`src/rtl/cpu_defs.sv`:
```
// cpu_defs: shared types for the SRAM-like memory arbiter.
package cpu_defs;
    localparam int MEMARB_AW = 32;
    localparam int MEMARB_DW = 32;
    typedef enum logic [2:0] {IDLE, I_ADDR, I_DATA, D_ADDR, D_DATA} memarb_state_e;
    typedef enum logic {OWN_I, OWN_D} memarb_owner_e;
    typedef struct packed {
        logic                 req;
        logic                 wr;
        logic [1:0]           size;
        logic [MEMARB_AW-1:0] addr;
        logic [MEMARB_DW-1:0] wdata;
    } sram_req_t;
endpackage

```
`src/rtl/memarb_pick.sv`:
```
// memarb_pick: combinational fetch/data priority picker.
// MEMARB_RR_EN selects alternating priority on contention; default is data-first.
module memarb_pick
    import cpu_defs::*;
(
    input  logic          i_req,
    input  logic          d_req,
    input  memarb_owner_e last_owner,
    output memarb_owner_e grant
);
`ifdef MEMARB_RR_EN
    always_comb begin
        grant = (i_req && d_req) ? ((last_owner == OWN_I) ? OWN_D : OWN_I) :
                d_req ? OWN_D : OWN_I;
    end
`else
    logic unused_last;
    assign unused_last = last_owner;
    always_comb begin
        grant = d_req ? OWN_D : OWN_I;
    end
`endif
endmodule

```
`src/rtl/sram_mem_arbiter.sv`:
```
// sram_mem_arbiter: shares one SRAM-like slave port between fetch and data masters.
// MEMARB_RR_EN turns on alternating priority when both masters contend.
module sram_mem_arbiter
    import cpu_defs::*;
#(
    parameter int AW = 32,
    parameter int DW = 32
) (
    input  logic          clk,
    input  logic          rst,
    input  logic          i_req,
    input  logic [AW-1:0] i_addr,
    output logic          i_addr_ok,
    output logic          i_data_ok,
    output logic [DW-1:0] i_rdata,
    input  logic          d_req,
    input  logic          d_wr,
    input  logic [1:0]    d_size,
    input  logic [AW-1:0] d_addr,
    input  logic [DW-1:0] d_wdata,
    output logic          d_addr_ok,
    output logic          d_data_ok,
    output logic [DW-1:0] d_rdata,
    output logic          s_req,
    output logic          s_wr,
    output logic [1:0]    s_size,
    output logic [AW-1:0] s_addr,
    output logic [DW-1:0] s_wdata,
    input  logic          s_addr_ok,
    input  logic          s_data_ok,
    input  logic [DW-1:0] s_rdata,
    output logic          i_busy,
    output logic          d_busy
);
    memarb_state_e state;
    memarb_owner_e owner, grant, sel, last_owner;
    sram_req_t     cur;
    logic          req_on;

    memarb_pick u_pick (
        .i_req      (i_req),
        .d_req      (d_req),
        .last_owner (last_owner),
        .grant      (grant)
    );

`ifndef MEMARB_RR_EN
    assign last_owner = OWN_I;
`endif

    // In IDLE the picker drives the slave directly for zero-latency requests.
    always_comb begin
        sel    = (state == IDLE) ? grant : owner;
        req_on = !rst && ((state == IDLE)   ? (i_req | d_req) :
                          (state == I_ADDR) ? i_req :
                          (state == D_ADDR) ? d_req : 1'b0);
        cur = '0;
        if (req_on && sel == OWN_D)
            cur = '{req: 1'b1, wr: d_wr, size: d_size,
                    addr: MEMARB_AW'(d_addr), wdata: MEMARB_DW'(d_wdata)};
        else if (req_on)
            cur = '{req: 1'b1, wr: 1'b0, size: 2'd2,
                    addr: MEMARB_AW'(i_addr), wdata: '0};
    end

    assign s_req     = cur.req;
    assign s_wr      = cur.wr;
    assign s_size    = cur.size;
    assign s_addr    = AW'(cur.addr);
    assign s_wdata   = DW'(cur.wdata);
    assign i_addr_ok = cur.req && s_addr_ok && sel == OWN_I;
    assign d_addr_ok = cur.req && s_addr_ok && sel == OWN_D;
    assign i_data_ok = state == I_DATA && s_data_ok;
    assign d_data_ok = state == D_DATA && s_data_ok;
    assign i_busy    = state == I_ADDR || state == I_DATA;
    assign d_busy    = state == D_ADDR || state == D_DATA;
    assign i_rdata   = rst ? '0 : s_rdata;
    assign d_rdata   = rst ? '0 : s_rdata;

    always_ff @(posedge clk or posedge rst) begin
        if (rst) begin
            state <= IDLE;
            owner <= OWN_I;
`ifdef MEMARB_RR_EN
            last_owner <= OWN_I;
`endif
        end else begin
            case (state)
                IDLE: if (i_req || d_req) begin
                    owner <= grant;
                    state <= s_addr_ok ? ((grant == OWN_D) ? D_DATA : I_DATA)
                                       : ((grant == OWN_D) ? D_ADDR : I_ADDR);
                end
                I_ADDR: if (i_req && s_addr_ok) state <= I_DATA;
                D_ADDR: if (d_req && s_addr_ok) state <= D_DATA;
                I_DATA: if (s_data_ok) begin
                    state <= IDLE;
`ifdef MEMARB_RR_EN
                    last_owner <= OWN_I;
`endif
                end
                D_DATA: if (s_data_ok) begin
                    state <= IDLE;
`ifdef MEMARB_RR_EN
                    last_owner <= OWN_D;
`endif
                end
                default: state <= IDLE;
            endcase
        end
    end
endmodule

```
`config.mk`:
```
export PLATFORM = sky130hd
export DESIGN_NAME = sram_mem_arbiter
export DESIGN_NICKNAME = d
export VERILOG_FILES = /design/src/rtl/cpu_defs.sv /design/src/rtl/memarb_pick.sv /design/src/rtl/sram_mem_arbiter.sv
export SDC_FILE = /design/constraint.sdc
export NUM_CORES = 1
export LEC_CHECK = 0
export CAP_MARGIN = 20
export CORE_AREA = 2 2 108 110
export DETAILED_ROUTE_END_ITERATION = 10
export DIE_AREA = 0 0 110 112
export PLACE_DENSITY = 0.72
export SETUP_SLACK_MARGIN = 0.5
export SYNTH_ARGS = -nofsm -noshare
export SYNTH_HDL_FRONTEND = slang
export SYNTH_HIERARCHICAL = 1
export SYNTH_SLANG_ARGS = --single-unit
```
`constraint.sdc`:
```
create_clock -name clk -period 2 [get_ports clk]
set_clock_uncertainty 0.1 [all_clocks]
set_input_delay 0.4 -clock clk [delete_from_list [all_inputs] [get_ports clk]]
set_output_delay 0.4 -clock clk [all_outputs]
set_load 0.005 [all_outputs]
```
==> key figures <==
Outcome
  – Status: finished, violations left
  – Failing checks: negative setup slack

Power
  – Pwr dens: roughly 840 mW/mm^2
  – Sequential share of power: under 10%
  – Clk network pwr share: ~5.7%
  – Design Power: 0.00529 W
  – Switching pwr: approximately 0.0021 W
  – Int Pwr: about 0.0032 W
  – Combinational power share: between 90% and 100%
  – Switching Share: 40.4%
  – Leakage: ~3.1 nW
  – Peak supply drop: between 0.4 and 0.5 mV

CTS
  – CTS tree: built
  – Clock Pin Slew Worst Setup and Hold Paths: ~0.030 ns
  – CTS buffer count: 3
  – CTS Hold Buffers Added: 0
  – Clock tree root buffer cell: clkbuf_16
  – H-Tree Depth: 1
  – CTS Buffer Depth: 2
  – Clock Latency Late Sink: 0.22 ns
  – Sink Count: 4

GRT
  – Total track usage: between 15 and 20%
  – Initial antenna violation count: 0
  – Pin count of the biggest net entering global routing: 36
  – Vias in the first global route: roughly 3200
  – GRT Residual Overflow: 0
  – First-pass GRT wire length: between 15000 and 20000 um

Hold path
  – Min-Delay Path Class: reg -> reg
  – HP Start: owner
  – Hold-critical path depth: 1
  – WHS Endpoint: owner

Critical path
  – Worst path required time: around 1.5 ns
  – FF-to-FF path depth: 5
  – Startpoint Class: register
  – Crit. End Element: output pin
  – Worst EP arrival: around 2.1 ns
  – R2R Setup Slk: roughly 0.18 ns
  – Peak fanout along the critical path: 8
  – FF-to-FF End: state[2]
  – Critical path class: reg -> out
  – Worst r2r src: state[2]

Yosys
  – Syn_nets: 397
  – Mean area per synthesized cell: slightly below 6 sq um
  – Post-synthesis cell count: ~260
  – Syn. warnings: 6
  – Post-Synthesis Cell Area: approximately 0.0015 sq mm

Timing
  – Fin crit period: roughly 2.6 ns
  – Slew at the pin closest to its max-slew limit: ~0.31 ns
  – Period utilization: 129%
  – FMAX: a little under 400 MHz
  – Max Slew Vio Count: 0
  – Unrepaired setup endpoints after global routing: true
  – Fin. Hold Viols: 0
  – Setup Viol. Count Final: 72
  – Worst setup margin: -0.577 ns
  – Slew margin rel.: 79.0%
  – Post-route setup TNS: -36.43 ns

Flow run
  – Max Cap Viol: 0

Layout
  – Cell Count, Final, Fillers Out: 750
  – Number of fillers in the final layout: ~930
  – Area grow syn2layout: 307%
  – Share of cells above drive strength 1: between 60% and 70%
  – Ant. Diodes: 0
  – Final core utilization: 56.0%
  – Fin nets: ~750

Floorplan
  – Die H: 112 um
  – Die area: 0.0123 sq mm
  – Die W: 110 um
  – I/O pins: between 200 and 300
  – Starting density of the core: between 10% and 20%
  – Cell Rows: 39
  – Core ar.: 0.0112 sq mm

Routing
  – Wirelength, routed: 12700 um
  – Drt wl/cell: approximately 17 um
  – Vias per std cell: about 4.2
  – Vias: roughly 3200
  – Initial DRC Count: just under 80
  – Final ANT Viol Nets: 0
  – Post-route DRC: 0
  – First drt pass iteration count: 4

Placement
  – Post-DP HPWL: ~7000 um
  – GP Congestion: ~0.7
  – PortBufs: about 270
  – Inst Count DP: 640
  – Pre-CTS WS: -0.979 ns
-- registers in the layout, indices dropped and copies added, names as in the netlist --
| name | count |
|---|---|
| state | 3 |
| owner | 1 |
-- routing by layer --
metal | wire [um] | share of wire, % | track usage [%] | up-vias
met5 | 0 | 0 | 0 | -
met4 | 97 | 0.77 | 1.86 | 0
met3 | 1090 | 8.6 | 2.69 | 10
met2 | 7050 | 56 | 35.5 | 176
met1 | 4430 | 35 | 17.6 | 1482
li1 | - | - | - | 1497
-- timing repair --
| item | CTS | global route |
|---|---|---|
| gates resized for setup | 781 | 172 |
| endpoints found under the setup margin | 142 | 141 |
| buffers inserted | 61 | 31 |
| pin swaps | 35 | 64 |
| cloned | 12 | 3 |
-- worst max-delay path, cell delays in order, from the launching register on --
cell and delay (ns):
dfrtp_1 0.40, nor3_4 0.28, mux2i_4 0.12, a2111oi_4 0.33
buf_4 0.19, buf_6 0.10, buf_6 0.08, buf_6 0.12
and2_4 0.15, buf_6 0.09
-- cell type report --
| type | count | area (sq um) | share of cell area, % |
|---|---|---|---|
| repair buffers | 397 | 4010 | 64.0 |
| multi-input cells | 200 | 1890 | 30.1 |
| inverters | 3 | 16.3 | 0.260 |
| flip-flops and latches | 4 | 100 | 1.60 |
| clock buffers | 3 | 75.1 | 1.20 |
| well taps | 143 | 179 | 2.86 |
-- how the worst max path moves through the flow --
stage,to,from,cells past startpoint
after global placement,s_wdata[5],d_req,7
after detailed placement,s_wdata[5],d_req,7
after CTS,s_wdata[6],state[0],9
final,s_wdata[15],state[2],9
after floorplan,s_size[0],state[0],5
after global routing,s_wdata[15],state[2],9
-- cells in the final DEF, fill, tap and decap left out, types with 6 or more instances in the layout --
cell	n
buf_4	25
and2_4	34
nor2b_4	32
clkdlybuf4s50_1	107
buf_12	15
buf_2	88
dlygate4sd2_1	15
buf_16	10
a21oi_2	31
buf_6	112
clkbuf_16	6
nand2_1	32
buf_8	9
nand2_4	29
-- power by group through the flow --
stage / Clock (W) / Sequential [W] / Combinational [W]
2_1_floorplan: 0 / 0.000162 / 0.00121
3_3_place_gp: 0 / 0.000155 / 0.00253
3_5_place_dp: 0 / 0.000159 / 0.00256
4_1_cts: 0.000305 / 0.000162 / 0.00388
5_1_grt: 0.000312 / 0.000168 / 0.00513
6_report: 0.000302 / 0.000164 / 0.00482
-- per-stage QoR --
| stage | hold WS [ns] | area [sq um] |
|---|---|---|
| final | 0.507 | 6260 |
| after global routing | 0.529 | 6260 |
| after CTS | 0.514 | 5270 |
| after detailed placement | 0.492 | 4330 |
| after global placement | 0.466 | 4330 |
| after floorplan | 0.278 | 1590 |
Note: power is estimated with default switching activity, not from simulation.
==> variant 1, RTL diff (same settings) <==
The option `MEMARB_RR_EN` is turned on by a define.
--- a/src/rtl/memarb_pick.sv
+++ b/src/rtl/memarb_pick.sv
@@ -2,2 +2,4 @@
 // MEMARB_RR_EN selects alternating priority on contention; default is data-first.
+`define MEMARB_RR_EN
+
 module memarb_pick
Formal check against the unedited RTL: not equivalent (Yosys sat finds a counterexample within 4 cycles, from zero or initial values and one cycle with rst high).
==> variant 1 against the original RTL <==
  * The flow still finishes with violations (setup timing)
  * Critical path depth grew 1
  * Non-clock buffer count shrank 41
  * Sequential cell count up 1
  * Power grew 14%
  * Final area decreased by 5.0%
  * Via count is 2.1% lower
  * Routed wire length decreased by 3.5%
  * Synthesized cell count increased by 2.7%
  * Setup slack worse by 19 ps
  * Area after synthesis is 3.0% higher
  * Critical path type unchanged
  * Critical endpoint is now s_size[0]
==> variant 1: results (changes against the original RTL) <==
----------------------------------------------------
[Routing]
  Iteration-0 DRC Markers ... 101 (was 79)
  Top layer used by detailed routing ... met4 (unchanged)
  Routed length on met3 ... 1060 µm (was 1090 µm)
  Post-DR vias/cell ... 4.31 (was 4.22)
  Routed WL per cell ... 17.0 µm (was 16.9 µm)
  M1 wire length ... 4340 µm (was 4430 µm)
  Routed met2 length ... 6750 µm (was 7050 µm)

[Placement]
  Detailed placement HPWL ... 7270 µm (was 7140 µm)
  Placed Area ... 4420 µm² (was 4330 µm²)
  Pre-CTS WS ... -990 ps (was -979 ps)
  DP Cell Count ... 653 (was 640)
  Global placement routability congestion ... 0.777 (was 0.716)

[Finish]
  Regs by FF count ... state (3), last_owner (1), owner (1) (was state (3), owner (1))
  Final Instance Count excl. Fillers ... 718 (was 750)
  Ratio of cells with drive above 1 in the final layout ... 68.9% (was 69.4%)
  Number of antenna cells inserted ... 0 (unchanged)
  Fin nets ... 714 (was 747)

[Clock tree]
  Register clock-pin slew on the reported worst setup and hold paths ... 40 ps
  Worst-skew pair later-pin latency ... 230 ps
  Clock Tree Buf Depth ... 2 (unchanged)
  Number of H-tree levels ... 1 (unchanged)

[Synthesis]
  Multiplexer share of the synthesized area ... 2.76%
  Part of the Yosys area used for sequential elements ... 7.89%
  Post-synthesis xor/xnor area fraction ... 0.552%
  Synthesized-area fraction occupied by ao, oa, aoi and oai cells ... 18.8%
  Number of standard cells after synthesis ... 266 (was 259)
  Most instantiated flip-flop cell in the synthesis netlist ... dfrtp_1
  Number of different library cells in the post-synthesis netlist ... 31
  Top post-synthesis cells by count ... nand2_1, a21oi_1, and2_1
  YS warnings ... 6 (unchanged)
  Syn_nets ... 404 (was 397)

[Global routing]
  GRT Total Usage ... 16.9% (was 17.1%)
  GR Util met3 ... 2.75% (was 2.69%)
  Global-route wire length before repair ... 16400 µm (was 16500 µm)
  Number of global-route vias before repair ... 3214 (was 3222)
  Met2 track demand over resource ... 33.5% (was 35.5%)
  Largest net degree at the start of global routing ... 18 (was 36)
  GR met1 Demand/Resource ... 18.5% (was 17.6%)

[STA]
  Fin Setup TNS ... -37540 ps (was -36430 ps)
  Minimum setup slack in the final design ... -596 ps (was -577 ps)
  Hold WS ... 135 ps (was 507 ps)
  Worst-Margin Slew ... 302 ps (was 314 ps)
  # setup viols final ... 70 (was 72)

[Pwr]
  Static leakage ... 0.00294 µW (was 0.00314 µW)
  Max VDD drop ... 0.505 mV (was 0.488 mV)
  Power of the sequential group ... 201 µW (was 164 µW)
  Internal Dissipation ... 3540 µW (was 3160 µW)
  Leading power group ... combinational cells (unchanged)
  Clock share of power ... 5.5% (was 5.7%)
  Sequential fraction of design power ... 3.3% (was 3.1%)

[Status]
  Result of the run ... finished with violations (unchanged)
  Violated checks ... setup timing (unchanged)

[Hold path]
  Hold WC Path Type ... input pin to async pin (was flip-flop to flip-flop)

[Worst setup path]
  Maximum cell stage delay along the critical path ... 430 ps (was 400 ps)
  CP max stage cell ... dfrtp_2 (was dfrtp_1)
  Highest fanout seen on the critical path ... 8 (unchanged)

----------------------------------------------------
[variant 1: what timing repair did]
action                                  in CTS  in global routing
buffers inserted                            36                  8
pin swaps                                   34                 59
hold endpoints to repair                     0                  0
endpoints found under the setup margin     142                142
gates resized for setup                    781                138
cloned                                      14                  3
[variant 1: worst paths after layout]
check	start	end	depth (start not counted)
worst max register to register	state[1]	state[1]	8
worst min-delay path	rst	last_owner	3
worst min register to register	owner	owner	1
worst max-delay path	state[2]	s_size[0]	10
min in group clk	owner	owner	1
max in group asynchronous	rst	state[2]	3
[variant 1: layout make-up]
class | count | area (µm²)
Clock buffer | 4 | 78.8
Fill cell | 971 | 5220
Inverter | 4 | 17.5
Multi-Input combinational cell | 206 | 1980
Sequential cell | 5 | 126
Tap cell | 143 | 179
Timing Repair Buffer | 356 | 3570
[variant 1: worst reg2reg max path, delay by kind of cell (launching register included)]
kind | cells | cell delay [ps]
buffers and inverters | 4 | 590
AOI/OAI and AO/OA | 3 | 480
and+or+nand+nor | 1 | 130
DFF | 1 | 420
==> variant 2, RTL diff (same settings) <==
Without the edit above. The 5 states of `memarb_state_e` get a one-hot encoding in 5 bits.
--- a/src/rtl/cpu_defs.sv
+++ b/src/rtl/cpu_defs.sv
@@ -4,3 +4,3 @@
     localparam int MEMARB_DW = 32;
-    typedef enum logic [2:0] {IDLE, I_ADDR, I_DATA, D_ADDR, D_DATA} memarb_state_e;
+    typedef enum logic [4:0] {IDLE = 5'b00001, I_ADDR = 5'b00010, I_DATA = 5'b00100, D_ADDR = 5'b01000, D_DATA = 5'b10000} memarb_state_e;
     typedef enum logic {OWN_I, OWN_D} memarb_owner_e;
Check against the original RTL: same outputs for any inputs over 10 cycles, from zero or initial values and one cycle with rst high; not proved beyond that.
==> variant 2 against the original RTL <==
  * The run still ends with setup timing left
  * Area after synthesis increased by 20%
  * Count of clock-buffer cells in the layout is 1 higher
  * Setup slack got worse by 110 ps
  * Power rose by 34%
  * Final area increased by 4.7%
  * Global-route usage rose by 2.8 points
  * Routed wire length grew 23%
  * Sequential power up 67%
  * Fmax is 3.9% lower
  * Sequential cell count increased by 2
  * Largest power group unchanged
  * Highest routed layer unchanged
==> variant 2: results (changes against the original RTL) <==
----------------------------------------------------
[Global routing]
  Largest net degree at the start of global routing ... 36 (unchanged)
  GRT Total Usage ... 19.9% (was 17.1%)
  Number of global-route vias before repair ... 3573 (was 3222)
  Global-route wire length before repair ... 19200 µm (was 16500 µm)
  Initial antenna violation count ... 0 (unchanged)

[Routing]
  Total via count after detailed routing ... 3721 (was 3165)
  Routed Antenna Nets ... 0 (unchanged)
  Iteration-0 DRC Markers ... 211 (was 79)
  Total iterations of the first detailed-routing run ... 4 (unchanged)
  Routed WL per cell ... 19.9 µm (was 16.9 µm)

[Placement]
  Global placement routability congestion ... 0.854 (was 0.716)
  Placed Area ... 4870 µm² (was 4330 µm²)
  Count of input and output buffers ... 274 (unchanged)
  Detailed placement HPWL ... 8550 µm (was 7140 µm)
  Pre-CTS WS ... -968 ps (was -979 ps)

[Status]
  Violated checks ... setup timing (unchanged)
  Result of the run ... finished with violations (unchanged)

[Finish]
  Number of antenna cells inserted ... 0 (unchanged)
  Fillers ... 928 (was 925)
  Fin nets ... 777 (was 747)
  Ratio of cells with drive above 1 in the final layout ... 63.7% (was 69.4%)
  Regs by FF count ... state (5), owner (1) (was state (3), owner (1))

[Clock tree]
  Clock Tree Buf Depth ... 2 (unchanged)
  Number of H-tree levels ... 1 (unchanged)
  Register clock-pin slew on the reported worst setup and hold paths ... 30 ps (about the same)
  Worst-skew pair later-pin latency ... 230 ps
  Cts bufs inserted ... 3 (unchanged)
  Root buffer cell ... clkbuf_16 (unchanged)

[Pwr]
  Max VDD drop ... 0.690 mV (was 0.488 mV)
  Static leakage ... 0.00308 µW (was 0.00314 µW)

[STA]
  Minimum setup slack in the final design ... -682 ps (was -577 ps)
  # setup viols final ... 86 (was 72)
  Fin Setup TNS ... -43340 ps (was -36430 ps)
  Worst-Margin Slew ... 477 ps (was 314 ps)

[Worst setup path]
  Critical path data arrival time ... 2180 ps (was 2080 ps)
  Highest fanout seen on the critical path ... 7 (was 8)

[Synthesis]
  YS warnings ... 6 (unchanged)
  Syn_nets ... 429 (was 397)

[Hold path]
  Hold WC Path Type ... flip-flop to flip-flop (unchanged)

----------------------------------------------------
-- variant 2: cell type report --
type / instances / area, µm² / share of cell area [%]
multi-input combinational: 217 / 2050 / 31.2
timing repair inverter: 5 / 51.3 / 0.783
timing repair buffer: 402 / 4020 / 61.3
inverter: 5 / 26.3 / 0.401
sequential: 6 / 153 / 2.33
clock buffer: 4 / 78.8 / 1.20
tap: 143 / 179 / 2.73
-- variant 2: worst paths after layout --
check	start	to	slack, ps	cells past startpoint
setup / recovery	state[2]	s_wdata[3]	-680	9
hold / removal	state[2]	state[4]	520	2
setup reg to reg	state[2]	state[0]	70	6
hold reg to reg	state[2]	state[4]	520	2
max in group asynchronous	rst	state[0]	620	10
min in group asynchronous	rst	state[3]	910	10
-- variant 2: critical path, stage by stage, from the launching register on --
cell     delay (ps)
dfrtp_1         380
buf_6           130
or3_4           420
o31ai_4         190
a211o_4         220
buf_12          150
inv_8            50
buf_6           110
and3_1          150
buf_2           140
-- variant 2: power breakdown --
group	switching (µW)	internal, µW
registers	87.0	187
clock network	67.4	264
logic	3020	3480
-- variant 2: repair_timing --
action | CTS | global route
setup buffers | 43 | 34
gates cloned | 12 | 10
resized for setup | 770 | 106
setup endpoints to repair | 144 | 144
pin swaps | 15 | 26
-- variant 2: routing by layer --
| metal | up-vias | track usage, % | part of all wire (%) |
|---|---|---|---|
| li1 | 1703 | - | - |
| met1 | 1787 | 21.7 | 35 |
| met2 | 197 | 38.2 | 55 |
| met3 | 34 | 3.28 | 7.4 |
| met4 | 0 | 5.74 | 3.3 |
| met5 | - | 0 | 0 |
-- variant 2: stage by stage --
step,std cells,util [%],total power [µW]
global route,782,58.7,7460
floorplan,292,-,2390
finish,782,58.7,7100
CTS,738,51.3,5610
detailed placement,679,43.6,4240
global placement,679,43.6,4150
